$ cat src/rtl/vga_pkg.sv
// Shared VGA timing defaults, 2-bit-per-channel colour constants and the
// board cell / player encoding common with the connect-four game core.
package vga_pkg;

  localparam int H_ACTIVE   = 640;
  localparam int H_FP       = 16;
  localparam int H_SYNC     = 96;
  localparam int H_BP       = 48;
  localparam int V_ACTIVE   = 480;
  localparam int V_FP       = 10;
  localparam int V_SYNC     = 2;
  localparam int V_BP       = 33;

  localparam int BOARD_X0   = 192;
  localparam int BOARD_Y0   = 112;
  localparam int CELL_SHIFT = 5;
  localparam int FLIP_ROWS  = 1;

  // {red[1:0], green[1:0], blue[1:0]}
  typedef logic [5:0] rgb_t;

  localparam rgb_t BLACK  = 6'b00_00_00;
  localparam rgb_t RED    = 6'b11_00_00;
  localparam rgb_t YELLOW = 6'b11_11_00;
  localparam rgb_t BLUE   = 6'b00_00_11;
  localparam rgb_t WHITE  = 6'b11_11_11;

  typedef enum logic [1:0] {
    EMPTY   = 2'b00,
    PLAYER1 = 2'b01,
    PLAYER2 = 2'b10
  } player_t;

endpackage

$ cat src/rtl/vga_timing.sv
// Free-running VGA h/v counters with raw (unregistered) syncs, active flag
// and the frame-counter bit that drives the game-over blink.
module vga_timing #(
  parameter int H_ACTIVE  = vga_pkg::H_ACTIVE,
  parameter int H_FP      = vga_pkg::H_FP,
  parameter int H_SYNC    = vga_pkg::H_SYNC,
  parameter int H_BP      = vga_pkg::H_BP,
  parameter int V_ACTIVE  = vga_pkg::V_ACTIVE,
  parameter int V_FP      = vga_pkg::V_FP,
  parameter int V_SYNC    = vga_pkg::V_SYNC,
  parameter int V_BP      = vga_pkg::V_BP,
  parameter int BLINK_BIT = 5
) (
  input  logic       clk,
  input  logic       rst_n,
  output logic [9:0] h_cnt,
  output logic [9:0] v_cnt,
  output logic       hsync_raw,
  output logic       vsync_raw,
  output logic       active,
  output logic       blink_phase
);

  localparam int H_TOTAL = H_ACTIVE + H_FP + H_SYNC + H_BP;
  localparam int V_TOTAL = V_ACTIVE + V_FP + V_SYNC + V_BP;

  logic [5:0] frame_cnt;

  always_ff @(posedge clk or negedge rst_n) begin
    if (!rst_n) begin
      h_cnt     <= '0;
      v_cnt     <= '0;
      frame_cnt <= '0;
    end else if (h_cnt == 10'(H_TOTAL - 1)) begin
      h_cnt <= '0;
      if (v_cnt == 10'(V_TOTAL - 1)) begin
        v_cnt     <= '0;
        frame_cnt <= frame_cnt + 6'd1;
      end else begin
        v_cnt <= v_cnt + 10'd1;
      end
    end else begin
      h_cnt <= h_cnt + 10'd1;
    end
  end

  assign hsync_raw   = !((h_cnt >= 10'(H_ACTIVE + H_FP)) &&
                         (h_cnt <  10'(H_ACTIVE + H_FP + H_SYNC)));
  assign vsync_raw   = !((v_cnt >= 10'(V_ACTIVE + V_FP)) &&
                         (v_cnt <  10'(V_ACTIVE + V_FP + V_SYNC)));
  assign active      = (h_cnt < 10'(H_ACTIVE)) && (v_cnt < 10'(V_ACTIVE));
  assign blink_phase = frame_cnt[BLINK_BIT];

endmodule

$ cat src/rtl/vga_board_renderer.sv
// Renders the connect-four board, drop cursor and game-over blink as VGA,
// reading cells through a two-cycle lookahead on the core's read port.
module vga_board_renderer #(
  parameter int H_ACTIVE   = vga_pkg::H_ACTIVE,
  parameter int H_FP       = vga_pkg::H_FP,
  parameter int H_SYNC     = vga_pkg::H_SYNC,
  parameter int H_BP       = vga_pkg::H_BP,
  parameter int V_ACTIVE   = vga_pkg::V_ACTIVE,
  parameter int V_FP       = vga_pkg::V_FP,
  parameter int V_SYNC     = vga_pkg::V_SYNC,
  parameter int V_BP       = vga_pkg::V_BP,
  parameter int BOARD_X0   = vga_pkg::BOARD_X0,
  parameter int BOARD_Y0   = vga_pkg::BOARD_Y0,
  parameter int CELL_SHIFT = vga_pkg::CELL_SHIFT,
  parameter int FLIP_ROWS  = vga_pkg::FLIP_ROWS,
  parameter int BLINK_BIT  = 5
) (
  input  logic       clk,
  input  logic       rst_n,
  input  logic [1:0] cell_data,
  input  logic [2:0] current_col,
  input  logic [1:0] current_player,
  input  logic       game_over,
  output logic [2:0] row_read,
  output logic [2:0] col_read,
  output logic       hsync,
  output logic       vsync,
  output logic [1:0] red,
  output logic [1:0] green,
  output logic [1:0] blue,
  output logic       display_on
);
  import vga_pkg::*;

  localparam int CELL    = 1 << CELL_SHIFT;
  localparam int HALF    = CELL / 2;
  localparam int R2      = (HALF - 2) * (HALF - 2);
  localparam int BOARD_W = 8 * CELL;

  logic [9:0]  h_cnt, v_cnt;
  logic        hsync_raw, vsync_raw, active, blink_phase;
  logic [11:0] x, y, x_ahead, rel_x, rel_y, rel_xa, rel_cy;
  logic        in_bx, in_by, in_bxa, in_cy, in_disc, blink;
  logic [2:0]  pix_col, scan_row;
  logic signed [15:0] dx, dy, dist2;
  rgb_t        pix;

  vga_timing #(
    .H_ACTIVE (H_ACTIVE), .H_FP (H_FP), .H_SYNC (H_SYNC), .H_BP (H_BP),
    .V_ACTIVE (V_ACTIVE), .V_FP (V_FP), .V_SYNC (V_SYNC), .V_BP (V_BP),
    .BLINK_BIT(BLINK_BIT)
  ) u_timing (
    .clk        (clk),
    .rst_n      (rst_n),
    .h_cnt      (h_cnt),
    .v_cnt      (v_cnt),
    .hsync_raw  (hsync_raw),
    .vsync_raw  (vsync_raw),
    .active     (active),
    .blink_phase(blink_phase)
  );

  // Offsets wrap for coordinates left of / above the board, so a single
  // unsigned compare against the board width is the range test.
  assign x       = {2'b00, h_cnt};
  assign y       = {2'b00, v_cnt};
  assign x_ahead = x + 12'd2;
  assign rel_x   = x - 12'(BOARD_X0);
  assign rel_xa  = x_ahead - 12'(BOARD_X0);
  assign rel_y   = y - 12'(BOARD_Y0);
  assign rel_cy  = y - 12'(BOARD_Y0 - CELL);

  assign in_bx   = rel_x  < 12'(BOARD_W);
  assign in_bxa  = rel_xa < 12'(BOARD_W);
  assign in_by   = rel_y  < 12'(BOARD_W);
  assign in_cy   = rel_cy < 12'(CELL);

  assign pix_col  = rel_x[CELL_SHIFT+2:CELL_SHIFT];
  assign scan_row = (FLIP_ROWS != 0) ? 3'd7 - rel_y[CELL_SHIFT+2:CELL_SHIFT]
                                     : rel_y[CELL_SHIFT+2:CELL_SHIFT];

  // Disc is centred on each cell measured from the board origin; the cursor
  // strip sits exactly one cell above, so rel_y gives its offset too.
  assign dx      = signed'(16'(rel_x[CELL_SHIFT-1:0])) - signed'(16'(HALF));
  assign dy      = signed'(16'(rel_y[CELL_SHIFT-1:0])) - signed'(16'(HALF));
  assign dist2   = dx * dx + dy * dy;
  assign in_disc = dist2 < signed'(16'(R2));
  assign blink   = game_over && blink_phase;

  always_comb begin
    pix = BLACK;
    if (!active) begin
      pix = BLACK;
    end else if (in_bx && in_cy && pix_col == current_col && in_disc) begin
      if (blink)                          pix = BLACK;
      else if (current_player == PLAYER2) pix = YELLOW;
      else                                pix = RED;
    end else if (in_bx && in_by) begin
      if (in_disc) begin
        case (cell_data)
          EMPTY:   pix = BLACK;
          PLAYER1: pix = RED;
          PLAYER2: pix = YELLOW;
          default: pix = WHITE;
        endcase
      end else begin
        pix = blink ? WHITE : BLUE;
      end
    end
  end

  always_ff @(posedge clk or negedge rst_n) begin
    if (!rst_n) begin
      hsync      <= 1'b1;
      vsync      <= 1'b1;
      red        <= '0;
      green      <= '0;
      blue       <= '0;
      display_on <= 1'b0;
      row_read   <= '0;
      col_read   <= '0;
    end else begin
      hsync      <= hsync_raw;
      vsync      <= vsync_raw;
      red        <= pix[5:4];
      green      <= pix[3:2];
      blue       <= pix[1:0];
      display_on <= active;
      if (in_bxa && in_by) begin
        col_read <= rel_xa[CELL_SHIFT+2:CELL_SHIFT];
        row_read <= scan_row;
      end
    end
  end

endmodule

$ cat config.mk
export PLATFORM = sky130hd
export DESIGN_NAME = vga_board_renderer
export DESIGN_NICKNAME = d
export VERILOG_FILES = /design/src/rtl/vga_pkg.sv /design/src/rtl/vga_timing.sv /design/src/rtl/vga_board_renderer.sv
export SDC_FILE = /design/constraint.sdc
export NUM_CORES = 1
export LEC_CHECK = 0
export ABC_AREA = 0
export CORE_MARGIN = 5
export CORE_UTILIZATION = 55
export DETAILED_ROUTE_END_ITERATION = 16
export PLACE_DENSITY = 0.74
export SLEW_MARGIN = 25
export SYNTH_ARGS = -nofsm -noshare
export SYNTH_HDL_FRONTEND = slang
export SYNTH_HIERARCHICAL = 1
export SYNTH_SLANG_ARGS = --single-unit
$ cat constraint.sdc
create_clock -name clk -period 11.1 [get_ports clk]
set_clock_uncertainty 0.2 [all_clocks]
set_input_delay 2.22 -clock clk [delete_from_list [all_inputs] [get_ports clk]]
set_output_delay 2.22 -clock clk [all_outputs]
set_load 0.005 [all_outputs]
==> impl_summary.txt <==
----------------------------------------------------
[Placed design]
  RD Place Congestion ... between 0.8 and 0.9
  Sum of net half-perimeters after detailed placement ... 6.78 mm
  Buffers on Ports ... 24

[Timing]
  Max Clock Freq ... 0.147 GHz
  Setup repair after global routing missed its margin ... false
  Min Tclk post-route ... 6.82 ns
  Tightest slew margin relative to the limit ... roughly 45%
  Max-slew violations ... 0
  Number of endpoints failing setup at the final stage ... 0
  Worst Tran Pin Value ... roughly 0.82 ns
  Worst hold margin ... 0.280 ns
  Final hold violation count ... 0
  Final Cycle Share ... 61.4%
  Total Negative Setup Slacks ... 0 ns

[Die]
  DIE HEIGHT ... around 99 microns
  Initial core utilization ... 56.2%
  Die footprint ... slightly below 10000 sq um
  Core area ... a little under 8000 sq um
  Horiz. Die Dim ... a little under 100 microns
  Number of standard-cell rows in the floorplan ... 32
  IO Pins ... 25

[Synth]
  Yosys warns ... 6
  Number of library cell types mapped by synthesis ... 58
  Area share of the largest cell type after synthesis ... approximately 22%
  Most used flip-flop cell after synthesis ... dfrtp_1
  Main combinational cell family by area after synthesis ... adder cells
  Cell count after synthesis ... between 400 and 500
  Count of flip-flops with a built-in enable after synthesis ... 0
  Synth Area in Adders ... between 30% and 40%
  Synth top area cells ... fa_1 (22%), dfrtp_1 (21%), ha_1 (13%)
  Simple logic cell fraction of the synthesized area ... about 16%
  Library cell occupying the most area in the post-synthesis netlist ... fa_1
  Cell area after technology mapping ... ~4300 sq um
  Share of the yosys chip area belonging to registers ... about 22%
  Synth Area in Compound Gates ... just over 8%
  Post-synthesis mux area share ... 2.55%
  #FFs+latches synth ... 38
  Mapped Avg Cell Area ... about 9.9 sq um
  Post-synthesis share of cell area spent on xor and xnor gates ... ~8.1%
  Post-synthesis net count ... 540
  Asr flop ratio synth ... between 90% and 100%

[CTS]
  Total of hold buffers inserted after clock tree synthesis ... 0
  Number of buffers created by CTS ... 5
  Clock latency on the worst-skew pair ... 0.29 ns
  TritonCTS clock tree ... done
  Max clock buf depth ... 2
  Clk pin slew, worst setup/hold paths ... roughly 0.07 ns
  Number of levels the H-tree was split into ... 2
  Cells resized by post-CTS repair ... 0
  # Post-CTS Setup Buffers ... 0
  Clock root cell ... clkbuf_8
  Count of clock tree sinks ... 38

[Critical path]
  Crit Path Class ... flop to flop
  Critical-path maximum fanout ... 17
  Register-to-Register Path Depth ... 22
  Worst path arrival time ... 6.80 ns
  Reg2Reg Launch Point ... u_timing/h_cnt[4]$_DFF_PN0_
  Maximum cell stage delay along the critical path ... 0.72 ns
  CP endpoint kind ... flop
  R2r setup slk ... 4.28 ns
  Data required time at the worst endpoint ... around 11 ns
  List of cells traversed by the critical path ... inv_1 -> nand2_1 -> inv_1 -> fa_1 -> fa_1 -> fa_1 -> inv_1 -> fa_1 -> inv_1 -> fa_1 -> inv_1 -> fa_1 -> inv_1 -> ha_1 -> inv_1 -> fa_1 -> nor2b_1 -> o21ai_0 -> a21oi_1 -> a32oi_1 -> o41ai_1 -> mux2_2
  Startpoint types ... flop
  Master of the slowest instance on the critical path ... dfrtp_1
  RR Endpoint ... red[0]$_DFF_PN0_

[Route]
  Post-route DRC ... 0
  Detailed Route Iter0 Violations ... 166
  Total Routed Length ... 8.43 mm
  DRT Pass-1 Iters ... 4
  Detail-routed via count per cell ... roughly 5.4
  Detailed-route wire length per cell ... around 15 microns
  Number of nets with antenna violations after routing ... 0
  Total vias in the final route ... between 3000 and 4000

[Status]
  Status ... complete, no violations

[Power and ir drop]
  Portion of total power attributed to sequential cells ... between 50% and 60%
  Combinational power share ... about 2.8%
  Switching part of the total power ... a little over a fifth
  Switch Pwr ... a little over 0.05 mW
  Leakage power of the design ... approximately 2.4 nW
  VDD IR-drop max ... 39.0 uV
  Clk network pwr share ... 40.1%
  Cell Pwr Density ... between 50 and 60 nW/um^2
  Power Internal ... roughly 0.19 mW

[Min path]
  Launch point of the worst hold path ... u_timing/frame_cnt[4]$_DFFE_PN0P_
  Worst-case hold path end point ... u_timing/frame_cnt[4]$_DFFE_PN0P_
  Cell depth of the worst hold path ... 1
  Class of the most critical hold timing path ... flop to flop

[Cells and area]
  Sequential cell area in the final layout ... about 950 sq um
  Number of inserted diodes ... 0
  Multi-input combinational cell area ... approximately 3000 sq um
  Post-Route Utilization ... between 60% and 70%
  Count of fill cells added during filler insertion ... around 670
  Final-stage net count ... 560
  Most common cell after layout, fill and taps aside ... inv_1
  Share of layout cells above drive strength 1 ... 6.97%
  Highest-count cells in the layout ignoring fill and taps ... inv_1 (75), fa_1 (48), ha_1 (44)
  Area growth syn-to-layout ... 9.10%

[Global route]
  Largest net degree at the start of global routing ... 39
  Gr usage total ... 18.2%
  Number of antenna violations at the first check in global routing ... 0
  GRT overflow ... 0
  Wire length of the first global-routing pass ... between 10 and 15 mm
  Via count of the first global-routing pass ... ~3200

[Flow run]
  Number of max-cap violations ... 0

----------------------------------------------------
## power by group through the flow
stage | Clock (mW) | Combinational (mW) | Sequential (mW)
floorplan | 0 | 0.000942 | 0.141
global placement | 0 | 0.00695 | 0.141
detailed placement | 0 | 0.00700 | 0.141
CTS | 0.100 | 0.00708 | 0.138
global route | 0.108 | 0.00773 | 0.138
finish | 0.0971 | 0.00680 | 0.138
## worst max-delay path: cells and delay by family, from the launching register on
kind | cells | cell delay [ns]
simple gates | 2 | 0.26
compound gates | 4 | 1.03
flops | 1 | 0.72
fa+ha+maj | 8 | 3.55
buf+inv | 7 | 0.55
mux | 1 | 0.40
## layout make-up
type,count,area share [%]
Inverter,75,5.97
Multi-Input combinational cell,313,64.0
Tap cell,102,2.71
Sequential cell,38,20.2
Clock buffer,7,1.83
Clock inverter,1,0.106
Timing Repair Buffer,25,5.15
## synthesized netlist by cell type, types with 2 or more instances
cell type  count
or3_1          3
nand2b_1       5
mux2_2         7
a31o_2         2
nand2_1       18
and2_1        13
or2_2          2
dfrtp_1       36
nor4_1         3
o32ai_1        2
inv_1         75
nand3_1       18
a21oi_1       11
a211oi_1       2
nor2_1        23
nor3_1        10
xnor2_1       22
clkbuf_1       6
xor2_1        18
and3_1         3
dfstp_2        2
buf_4          4
a2111oi_4      2
mux2i_1        2
o21a_1         3
nor2_4         2
o22ai_1        3
o21ai_0       10
ha_1          44
o31ai_1        2
nand4_1        5
nor2b_1        7
fa_1          48
## worst max path at each step
| stage | startpoint | endpoint | slack (ns) |
|---|---|---|---|
| floorplan | u_timing/v_cnt[2]$_DFFE_PN0N_ | green[0]$_DFF_PN0_ | 4.88 |
| finish | u_timing/h_cnt[4]$_DFF_PN0_ | red[0]$_DFF_PN0_ | 4.28 |
| global route | u_timing/h_cnt[4]$_DFF_PN0_ | green[0]$_DFF_PN0_ | 3.92 |
| global placement | u_timing/h_cnt[4]$_DFF_PN0_ | red[0]$_DFF_PN0_ | 4.51 |
| CTS | u_timing/h_cnt[4]$_DFF_PN0_ | green[0]$_DFF_PN0_ | 4.26 |
| detailed placement | u_timing/h_cnt[4]$_DFF_PN0_ | green[0]$_DFF_PN0_ | 4.25 |
## logic make-up (layout without fill, tap and decap cells)
family,count (synthesis),count (layout)
simple gates,123,123
compound gates,48,48
flops,38,38
fa+ha+maj,92,92
mux,10,10
buf+inv,87,108
xor+xnor,40,40
## metrics by stage
stage	cell area (sq um)	setup slack [ns]	cells	power, mW
global placement	4620	4.51	553	0.148
detailed placement	4620	4.25	553	0.148
CTS	4710	4.26	561	0.246
floorplan	4320	4.88	438	0.142
finish	4710	4.28	561	0.242
global route	4710	3.92	561	0.254
## sequential cells by signal, indices dropped and copies added (netlist names)
signal	flops
u_timing/v_cnt	10
col_read	3
hsync	1
vsync	1
red	1
u_timing/frame_cnt	6
u_timing/h_cnt	10
row_read	3
green	1
display_on	1
blue	1
## layer usage
metal	GRT usage [%]	wire length (microns)	up-vias
li1	-	-	1469
met1	23.7	3800	1511
met2	31.4	4140	60
met3	3.61	359	16
met4	4.52	133	0
met5	0	0	-
No activity file was read; power rests on OpenSTA's default activity.
